===== config.mk =====
export PLATFORM = sky130hd
export DESIGN_NAME = fir_sample_feeder_flat
export DESIGN_NICKNAME = d
export VERILOG_FILES = /design/src/rtl/fir_pkg.sv /design/src/rtl/fir_sample_feeder_if.sv /design/src/rtl/int_to_fp.sv /design/src/rtl/fir_sample_feeder.sv /design/src/flat_wrapper.sv
export SDC_FILE = /design/constraint.sdc
export NUM_CORES = 1
export LEC_CHECK = 0
export CAP_MARGIN = 20
export CORE_UTILIZATION = 40
export DETAILED_ROUTE_END_ITERATION = 6
export SLEW_MARGIN = 15
export SYNTH_ARGS = -nofsm -noshare
export SYNTH_HDL_FRONTEND = slang
export SYNTH_HIERARCHICAL = 1
export SYNTH_SLANG_ARGS = --single-unit

===== constraint.sdc =====
create_clock -name clk -period 7.7 [get_ports clk]
set_clock_uncertainty 0.15 [all_clocks]
set_input_delay 0.77 -clock clk [delete_from_list [all_inputs] [get_ports clk]]
set_output_delay 0.77 -clock clk [all_outputs]
set_load 0.02 [all_outputs]

===== src/rtl/fir_pkg.sv =====
// Shared definitions for the FIR sample feeder.
//   FP_BIAS / FP_MANT_W / FP_EXP_W : float32 field constants
//   feeder_state_t                 : presentation FSM states
//   fifo_entry_t                   : buffered float32 word plus end-of-stream flag
package fir_pkg;

  localparam int FP_BIAS   = 127;
  localparam int FP_MANT_W = 23;
  localparam int FP_EXP_W  = 8;

  typedef enum logic [1:0] {
    IDLE,
    HOLD,
    WAIT,
    DONE
  } feeder_state_t;

  typedef struct packed {
    logic        last;
    logic [31:0] word;
  } fifo_entry_t;

endpackage


===== src/rtl/fir_sample_feeder_if.sv =====
// Stream and filter-side signals of the FIR sample feeder.
//   s_valid/s_data/s_last/s_ready : upstream PCM sample stream (valid/ready)
//   next                          : filter request, rising edge asks for a sample
//   fir_in/fir_in_valid           : float32 sample presented to the filter
//   fir_stop                      : end of stream reached
//   underrun                      : sticky, a request found no data
// slave  = feeder view, master = upstream/filter view.
interface fir_sample_feeder_if #(
  parameter int IN_W = 16
);
  logic                   s_valid;
  logic signed [IN_W-1:0] s_data;
  logic                   s_last;
  logic                   s_ready;
  logic                   next;
  logic [31:0]            fir_in;
  logic                   fir_in_valid;
  logic                   fir_stop;
  logic                   underrun;

  modport slave (
    input  s_valid, s_data, s_last, next,
    output s_ready, fir_in, fir_in_valid, fir_stop, underrun
  );

  modport master (
    output s_valid, s_data, s_last, next,
    input  s_ready, fir_in, fir_in_valid, fir_stop, underrun
  );
endinterface


===== src/rtl/int_to_fp.sv =====
// Two-stage signed integer to float32 converter, exact for IN_W <= 24.
//   clk, rst     : clock, asynchronous active-low reset (clears valids only)
//   i_vld/i_data/i_last : sample in, one per cycle
//   o_vld/o_word/o_last : converted word, two cycles after input
//   o_inflight   : number of samples currently held in the two stages
module int_to_fp
  import fir_pkg::*;
#(
  parameter int IN_W = 16
) (
  input  logic                   clk,
  input  logic                   rst,
  input  logic                   i_vld,
  input  logic signed [IN_W-1:0] i_data,
  input  logic                   i_last,
  output logic                   o_vld,
  output logic [31:0]            o_word,
  output logic                   o_last,
  output logic [1:0]             o_inflight
);

  localparam int POS_W = 5;

  function automatic logic [POS_W-1:0] lead_one(input logic [IN_W-1:0] m);
    lead_one = '0;
    for (int i = 0; i < IN_W; i++) begin
      if (m[i]) lead_one = POS_W'(i);
    end
  endfunction

  // Bits below the leading one are shifted up so the leading one lands on
  // the hidden-bit position (bit 23) and falls off the 23-bit mantissa.
  function automatic logic [31:0] normalise(input logic             sign,
                                            input logic [IN_W-1:0]  mag,
                                            input logic [POS_W-1:0] pos);
    logic [23:0]           m24;
    logic [FP_MANT_W-1:0]  mant;
    logic [FP_EXP_W-1:0]   expo;
    m24  = 24'(mag);
    mant = FP_MANT_W'(m24 << (5'd23 - pos));
    expo = FP_EXP_W'(FP_BIAS) + FP_EXP_W'(pos);
    if (mag == '0) normalise = '0;
    else           normalise = {sign, expo, mant};
  endfunction

  logic [IN_W-1:0] w_data_u;
  logic [IN_W-1:0] w_mag;

  // Unsigned magnitude: -2^(IN_W-1) becomes 2^(IN_W-1), which still fits.
  assign w_data_u = i_data;
  assign w_mag    = w_data_u[IN_W-1] ? (~w_data_u + IN_W'(1)) : w_data_u;

  // Stage p1: sign, magnitude, leading-one position
  logic             r_vld_p1;
  logic             r_sign_p1;
  logic [IN_W-1:0]  r_mag_p1;
  logic [POS_W-1:0] r_pos_p1;
  logic             r_last_p1;

  // Stage p2: normalised float32 word
  logic             r_vld_p2;
  logic [31:0]      r_word_p2;
  logic             r_last_p2;

  always_ff @(posedge clk or negedge rst) begin
    if (!rst) begin
      r_vld_p1 <= 1'b0;
      r_vld_p2 <= 1'b0;
    end else begin
      r_vld_p1 <= i_vld;
      r_vld_p2 <= r_vld_p1;
    end
  end

  always_ff @(posedge clk) begin
    r_sign_p1 <= w_data_u[IN_W-1];
    r_mag_p1  <= w_mag;
    r_pos_p1  <= lead_one(w_mag);
    r_last_p1 <= i_last;
    r_word_p2 <= normalise(r_sign_p1, r_mag_p1, r_pos_p1);
    r_last_p2 <= r_last_p1;
  end

  assign o_vld      = r_vld_p2;
  assign o_word     = r_word_p2;
  assign o_last     = r_last_p2;
  assign o_inflight = {1'b0, r_vld_p1} + {1'b0, r_vld_p2};

endmodule


===== src/rtl/fir_sample_feeder.sv =====
// Feeds float32 samples to the FIR filter.
//   clk : rising-edge clock
//   rst : asynchronous reset, active-low
//   bus : fir_sample_feeder_if.slave -- upstream PCM stream in, filter
//         sample/request/stop/underrun out
// PCM samples are converted to float32, buffered in a DEPTH-word FIFO and
// presented one at a time, advancing on each rising edge of next.
module fir_sample_feeder
  import fir_pkg::*;
#(
  parameter int DEPTH = 16,
  parameter int IN_W  = 16
) (
  input logic                 clk,
  input logic                 rst,
  fir_sample_feeder_if.slave  bus
);

  localparam int AW = $clog2(DEPTH);

  logic        w_accept;
  logic        w_s_ready;
  logic        w_cv_vld;
  logic [31:0] w_cv_word;
  logic        w_cv_last;
  logic [1:0]  w_inflight;

  // Words still in the converter count against FIFO space so nothing
  // accepted can ever find the FIFO full when it arrives.
  logic [AW-1:0] r_wr_ptr;
  logic [AW-1:0] r_rd_ptr;
  logic [AW:0]   r_count;
  fifo_entry_t   r_mem [DEPTH];
  fifo_entry_t   w_head;
  logic          w_empty;
  logic          w_pop;

  feeder_state_t r_state;
  feeder_state_t w_state_nx;
  logic [31:0]   r_fir_in;
  logic          r_fir_in_valid;
  logic          r_fir_stop;
  logic          r_underrun;
  logic          r_cur_last;
  logic          r_next_q;
  logic          w_req;
  logic          w_valid_nx;
  logic          w_stop_nx;
  logic          w_underrun_nx;

  assign w_s_ready = rst && (r_state != DONE) &&
                     (({1'b0, r_count} + (AW+2)'(w_inflight)) < (AW+2)'(DEPTH));
  assign w_accept  = bus.s_valid && w_s_ready;

  int_to_fp #(.IN_W(IN_W)) u_conv (
    .clk        (clk),
    .rst        (rst),
    .i_vld      (w_accept),
    .i_data     (bus.s_data),
    .i_last     (bus.s_last),
    .o_vld      (w_cv_vld),
    .o_word     (w_cv_word),
    .o_last     (w_cv_last),
    .o_inflight (w_inflight)
  );

  // FIFO
  assign w_empty = (r_count == '0);
  assign w_head  = r_mem[r_rd_ptr];

  always_ff @(posedge clk) begin
    if (w_cv_vld) r_mem[r_wr_ptr] <= '{last: w_cv_last, word: w_cv_word};
  end

  always_ff @(posedge clk or negedge rst) begin
    if (!rst) begin
      r_wr_ptr <= '0;
      r_rd_ptr <= '0;
      r_count  <= '0;
    end else begin
      if (w_cv_vld) r_wr_ptr <= r_wr_ptr + AW'(1);
      if (w_pop)    r_rd_ptr <= r_rd_ptr + AW'(1);
      case ({w_cv_vld, w_pop})
        2'b10:   r_count <= r_count + (AW+1)'(1);
        2'b01:   r_count <= r_count - (AW+1)'(1);
        default: r_count <= r_count;
      endcase
    end
  end

  // Only a 0->1 transition of next is a request; reset primes next_q high
  // so a next that is already high when reset ends is not an edge.
  assign w_req = bus.next && !r_next_q;

  always_comb begin
    w_state_nx    = r_state;
    w_pop         = 1'b0;
    w_valid_nx    = r_fir_in_valid;
    w_stop_nx     = r_fir_stop;
    w_underrun_nx = r_underrun;
    case (r_state)
      IDLE, WAIT: begin
        if (!w_empty) begin
          w_pop      = 1'b1;
          w_valid_nx = 1'b1;
          w_state_nx = HOLD;
        end
      end
      HOLD: begin
        if (w_req) begin
          if (r_cur_last) begin
            w_stop_nx  = 1'b1;
            w_state_nx = DONE;
          end else if (!w_empty) begin
            w_pop = 1'b1;
          end else begin
            w_valid_nx    = 1'b0;
            w_underrun_nx = 1'b1;
            w_state_nx    = WAIT;
          end
        end
      end
      DONE: begin
      end
      default: w_state_nx = IDLE;
    endcase
  end

  always_ff @(posedge clk or negedge rst) begin
    if (!rst) begin
      r_state        <= IDLE;
      r_fir_in       <= '0;
      r_fir_in_valid <= 1'b0;
      r_fir_stop     <= 1'b0;
      r_underrun     <= 1'b0;
      r_cur_last     <= 1'b0;
      r_next_q       <= 1'b1;
    end else begin
      r_state        <= w_state_nx;
      r_fir_in_valid <= w_valid_nx;
      r_fir_stop     <= w_stop_nx;
      r_underrun     <= w_underrun_nx;
      r_next_q       <= bus.next;
      if (w_pop) begin
        r_fir_in   <= w_head.word;
        r_cur_last <= w_head.last;
      end
    end
  end

  assign bus.s_ready      = w_s_ready;
  assign bus.fir_in       = r_fir_in;
  assign bus.fir_in_valid = r_fir_in_valid;
  assign bus.fir_stop     = r_fir_stop;
  assign bus.underrun     = r_underrun;

endmodule


===== src/flat_wrapper.sv =====
// flat-port wrapper written by rule: the top's interface ports become plain ports
module fir_sample_feeder_flat import fir_pkg::*;
#(
  parameter int DEPTH = 16,
  parameter int IN_W  = 16
)
  (clk, rst, bus_s_valid, bus_s_data, bus_s_last, bus_next, bus_s_ready, bus_fir_in, bus_fir_in_valid, bus_fir_stop, bus_underrun);
  fir_sample_feeder_if #(.IN_W(IN_W)) bus_i ();
  input logic clk;
  input logic rst;
  input wire logic [$bits(bus_i.s_valid)-1:0] bus_s_valid;
  input wire logic [$bits(bus_i.s_data)-1:0] bus_s_data;
  input wire logic [$bits(bus_i.s_last)-1:0] bus_s_last;
  input wire logic [$bits(bus_i.next)-1:0] bus_next;
  output wire logic [$bits(bus_i.s_ready)-1:0] bus_s_ready;
  output wire logic [$bits(bus_i.fir_in)-1:0] bus_fir_in;
  output wire logic [$bits(bus_i.fir_in_valid)-1:0] bus_fir_in_valid;
  output wire logic [$bits(bus_i.fir_stop)-1:0] bus_fir_stop;
  output wire logic [$bits(bus_i.underrun)-1:0] bus_underrun;
  assign bus_i.s_valid = bus_s_valid;
  assign bus_i.s_data = bus_s_data;
  assign bus_i.s_last = bus_s_last;
  assign bus_i.next = bus_next;
  assign bus_s_ready = bus_i.s_ready;
  assign bus_fir_in = bus_i.fir_in;
  assign bus_fir_in_valid = bus_i.fir_in_valid;
  assign bus_fir_stop = bus_i.fir_stop;
  assign bus_underrun = bus_i.underrun;
  fir_sample_feeder #(.DEPTH(DEPTH), .IN_W(IN_W)) u_core (.clk(clk), .rst(rst), .bus(bus_i));
endmodule

==> summary.txt <==
Status
  – Status: complete, no violations

GRT
  – Total gr overflow: 0
  – Vias in the first global route: 12200
  – First-pass GRT wire length: 79300 microns
  – Pin count of the biggest net entering global routing: 105
  – Gr usage total: 0.171
  – Initial antenna violation count: 1

Clocking
  – CTS H-Tree Depth: 2
  – Root Driver: clkbuf_16
  – Total CTS buffers: 60
  – Clock sink total: 636
  – Setup Buffers After CTS: 0
  – Worst-path clk slew: 0.06 ns
  – Maximum clock path buffer count: 3
  – Clock Latency Late Sink: 0.62 ns
  – CTS tree: done

Final layout
  – Layout Nets: 1391
  – Multi-input gate area: 5990 sq um
  – Area delta synth->final: 14.7%
  – Share of layout cells above drive strength 1: 0.215
  – Register area: 18300 sq um
  – Diode count: 0
  – Final core occ: 0.466
  – Filler Cells Inserted: 5034

Worst setup path
  – CP max stage delay: 0.70 ns
  – Crit start category: register
  – Crit-path slowest cell: clkdlybuf4s50_1
  – Required time of the worst setup path: 6.78 ns
  – Top cell by count, worst path: ha_1
  – Crit path kind: register to output port
  – Delay-heaviest family, CP: buffers and inverters
  – Crit end category: output port
  – CP bufs+invs: 1
  – Crit-path max FO: 11
  – Worst EP arrival: 3.05 ns
  – Crit-path cells: ha_1, ha_1, a31oi_1, nor2_1, a2111oi_0, clkdlybuf4s50_1

Worst hold path
  – Min-delay worst type: register to register

Logic synthesis
  – Sequential share of the synthesized area: 0.741
  – Cell variety after synth: 72
  – Syn Inst Count: 1286
  – Dominant cells by area after synthesis: edfxtp_1 (64%), mux4_2 (12%), dfrtp_1 (5.4%)
  – Synth top area share: 0.642
  – Top FF cell, synth: edfxtp_1
  – Synth Register Bits: 636
  – Yosys warnings: 6
  – Synth area leader: edfxtp_1
  – Synth cell count leaders: edfxtp_1 (528), mux4_2 (136), nor2_1 (69), dfxtp_1 (54), dfrtp_1 (53)
  – Mapped Area: 24700 sq um
  – Post-synth ARST share: 0.0849
  – Number of synthesized flops with an enable pin: 528
  – Syn Area/Cell: 19.2 sq um
  – Most frequent cell after synthesis: edfxtp_1

Floorplan
  – Die H: 250 microns
  – FP Rows: 90
  – Die footprint: 62700 sq um
  – Die X: 250 microns
  – Initial core utilization: 0.407
  – IO Pins: 57
  – Core area: 60700 sq um

Drt
  – Antenna Violating Nets Remaining: 0
  – WL final: 53000 microns
  – First DRT Iteration DRCs: 1054
  – Residual DRC: 0
  – Drt pass-1 iters: 5
  – Vias per inst: 5.51
  – DR WL/cell: 24.2 microns
  – DR vias: 12100

Pwr
  – Switching pwr: 0.00156 W
  – Sequential Power Share: 0.538
  – Switching share of power: 0.208
  – Clock share of power: 0.427
  – Power density over cell area: 265 nW/um^2
  – Lkg Pwr: 8.95 nW
  – Pint: 0.00594 W
  – Overall power: 0.00751 W
  – Gate power share: 0.035
  – Maximum vdd drop: 0.176 mV

Placed design
  – Hpwl dp: 26400 microns
  – Routability congestion estimate: 0.771
  – Port Buffer Count: 56

STA
  – Final Cycle Share: 0.515
  – Final setup fails: 0
  – Hold Fails Final Rpt: 0
  – Worst-Margin Slew: 1.13 ns
  – Max-slew violation count: 0
  – Setup TNS: 0 ns
  – Fmax: 0.252 GHz
  – Final min period: 3.97 ns
  – RSZ-0062 raised after global routing: no
  – Slew HR: 0.249

Run
  – Max-Cap Viols: 0
[metal layers]
layer  global-route usage  part of all wire  wire, microns
met5                    0                 0              0
met1                0.247              0.45          24000
met4               0.0380             0.014            748
met3               0.0307             0.051           2730
met2                0.273              0.48          25500
[per-stage QoR]
step	worst slack [ns]	instances	cell area (sq um)	hold slack, ns
CTS	3.66	2190	28300	0.222
global placement	3.51	2075	26100	0.218
finish	3.73	2191	28300	0.206
global route	3.46	2191	28300	0.219
floorplan	4.10	1293	24700	0.160
detailed placement	3.41	2075	26100	0.208
[cell families (layout without fill, tap and decap cells)]
logic type / count (synthesis) / count (layout) / share of synthesized area
AOI/OAI and AO/OA: 140 / 140 / 0.0411
xor gates and xnor gates: 28 / 28 / 0.0102
adders and majority gates: 13 / 13 / 0.00659
buffers and inverters: 98 / 214 / 0.0191
DFF: 636 / 636 / 0.741
muxes: 185 / 185 / 0.144
other: 1 / 8 / 0.000152
and+or+nand+nor: 185 / 185 / 0.0377
[cells in the final DEF, fill, tap and decap left out, drive strengths merged, types with 5 or more instances in the layout]
master,instances
edfxtp,528
mux4,136
clkbuf,74
nor2,69
clkdlybuf4s50,55
dfxtp,54
dfrtp,53
mux2i,45
nand2,36
o22ai,33
a221oi,33
clkinv,25
buf,24
inv,21
o21ai,20
xnor2,19
and2,16
a21oi,14
bufinv,13
ha,13
nand3,11
nor3,11
xor2,9
conb,8
nor4,8
nand2b,6
a31oi,5
o31ai,5
a211oi,5
[flip-flops by register name (all words and copies together) (netlist names), 2 cells and up]
signal / flops
u_core/r_state: 2
u_core/bus.fir_in: 32
u_core/u_conv/r_mag_p1: 16
u_core/r_rd_ptr: 4
u_core/u_conv/r_pos_p1: 4
u_core/r_mem: 528
u_core/u_conv/o_word: 31
u_core/r_count: 5
u_core/r_wr_ptr: 4
[worst paths after layout]
path / start / endpoint / slack (ns) / cells past startpoint
worst max-delay path: u_core/u_conv/o_vld / bus_s_ready / 3.73 / 6
worst min-delay path: u_core/u_conv/r_last_p1 / u_core/u_conv/o_last / 0.21 / 0
worst max register to register: u_core/r_cur_last / u_core/bus.fir_in[14] / 4.18 / 5
worst min register to register: u_core/u_conv/r_last_p1 / u_core/u_conv/o_last / 0.21 / 0
max in group asynchronous: rst / u_core/r_rd_ptr[2] / 5.89 / 3
min in group asynchronous: rst / u_core/bus.fir_in[17] / 0.35 / 2
[final cells by class]
cell class | instances | share of cell area
clock buffer | 74 | 0.0581
sequential | 636 | 0.647
inverter | 20 | 0.00265
timing repair buffer | 80 | 0.0273
multi-input combinational | 559 | 0.212
tap | 782 | 0.0346
clock inverter | 40 | 0.0190
[power by group through the flow]
| stage | clock network, W | registers (W) | logic (W) |
|---|---|---|---|
| 2_1_floorplan | 0 | 0.00404 | 0.000203 |
| 3_3_place_gp | 0 | 0.00410 | 0.000260 |
| 3_5_place_dp | 0 | 0.00411 | 0.000265 |
| 4_1_cts | 0.00326 | 0.00404 | 0.000265 |
| 5_1_grt | 0.00339 | 0.00406 | 0.000293 |
| 6_report | 0.00321 | 0.00404 | 0.000263 |
[what timing repair did]
item	in CTS	in global routing
resized for setup	0	0
hold buffers	1	0
hold endpoints to repair	3	0
Note: power is estimated with default switching activity, not from simulation.
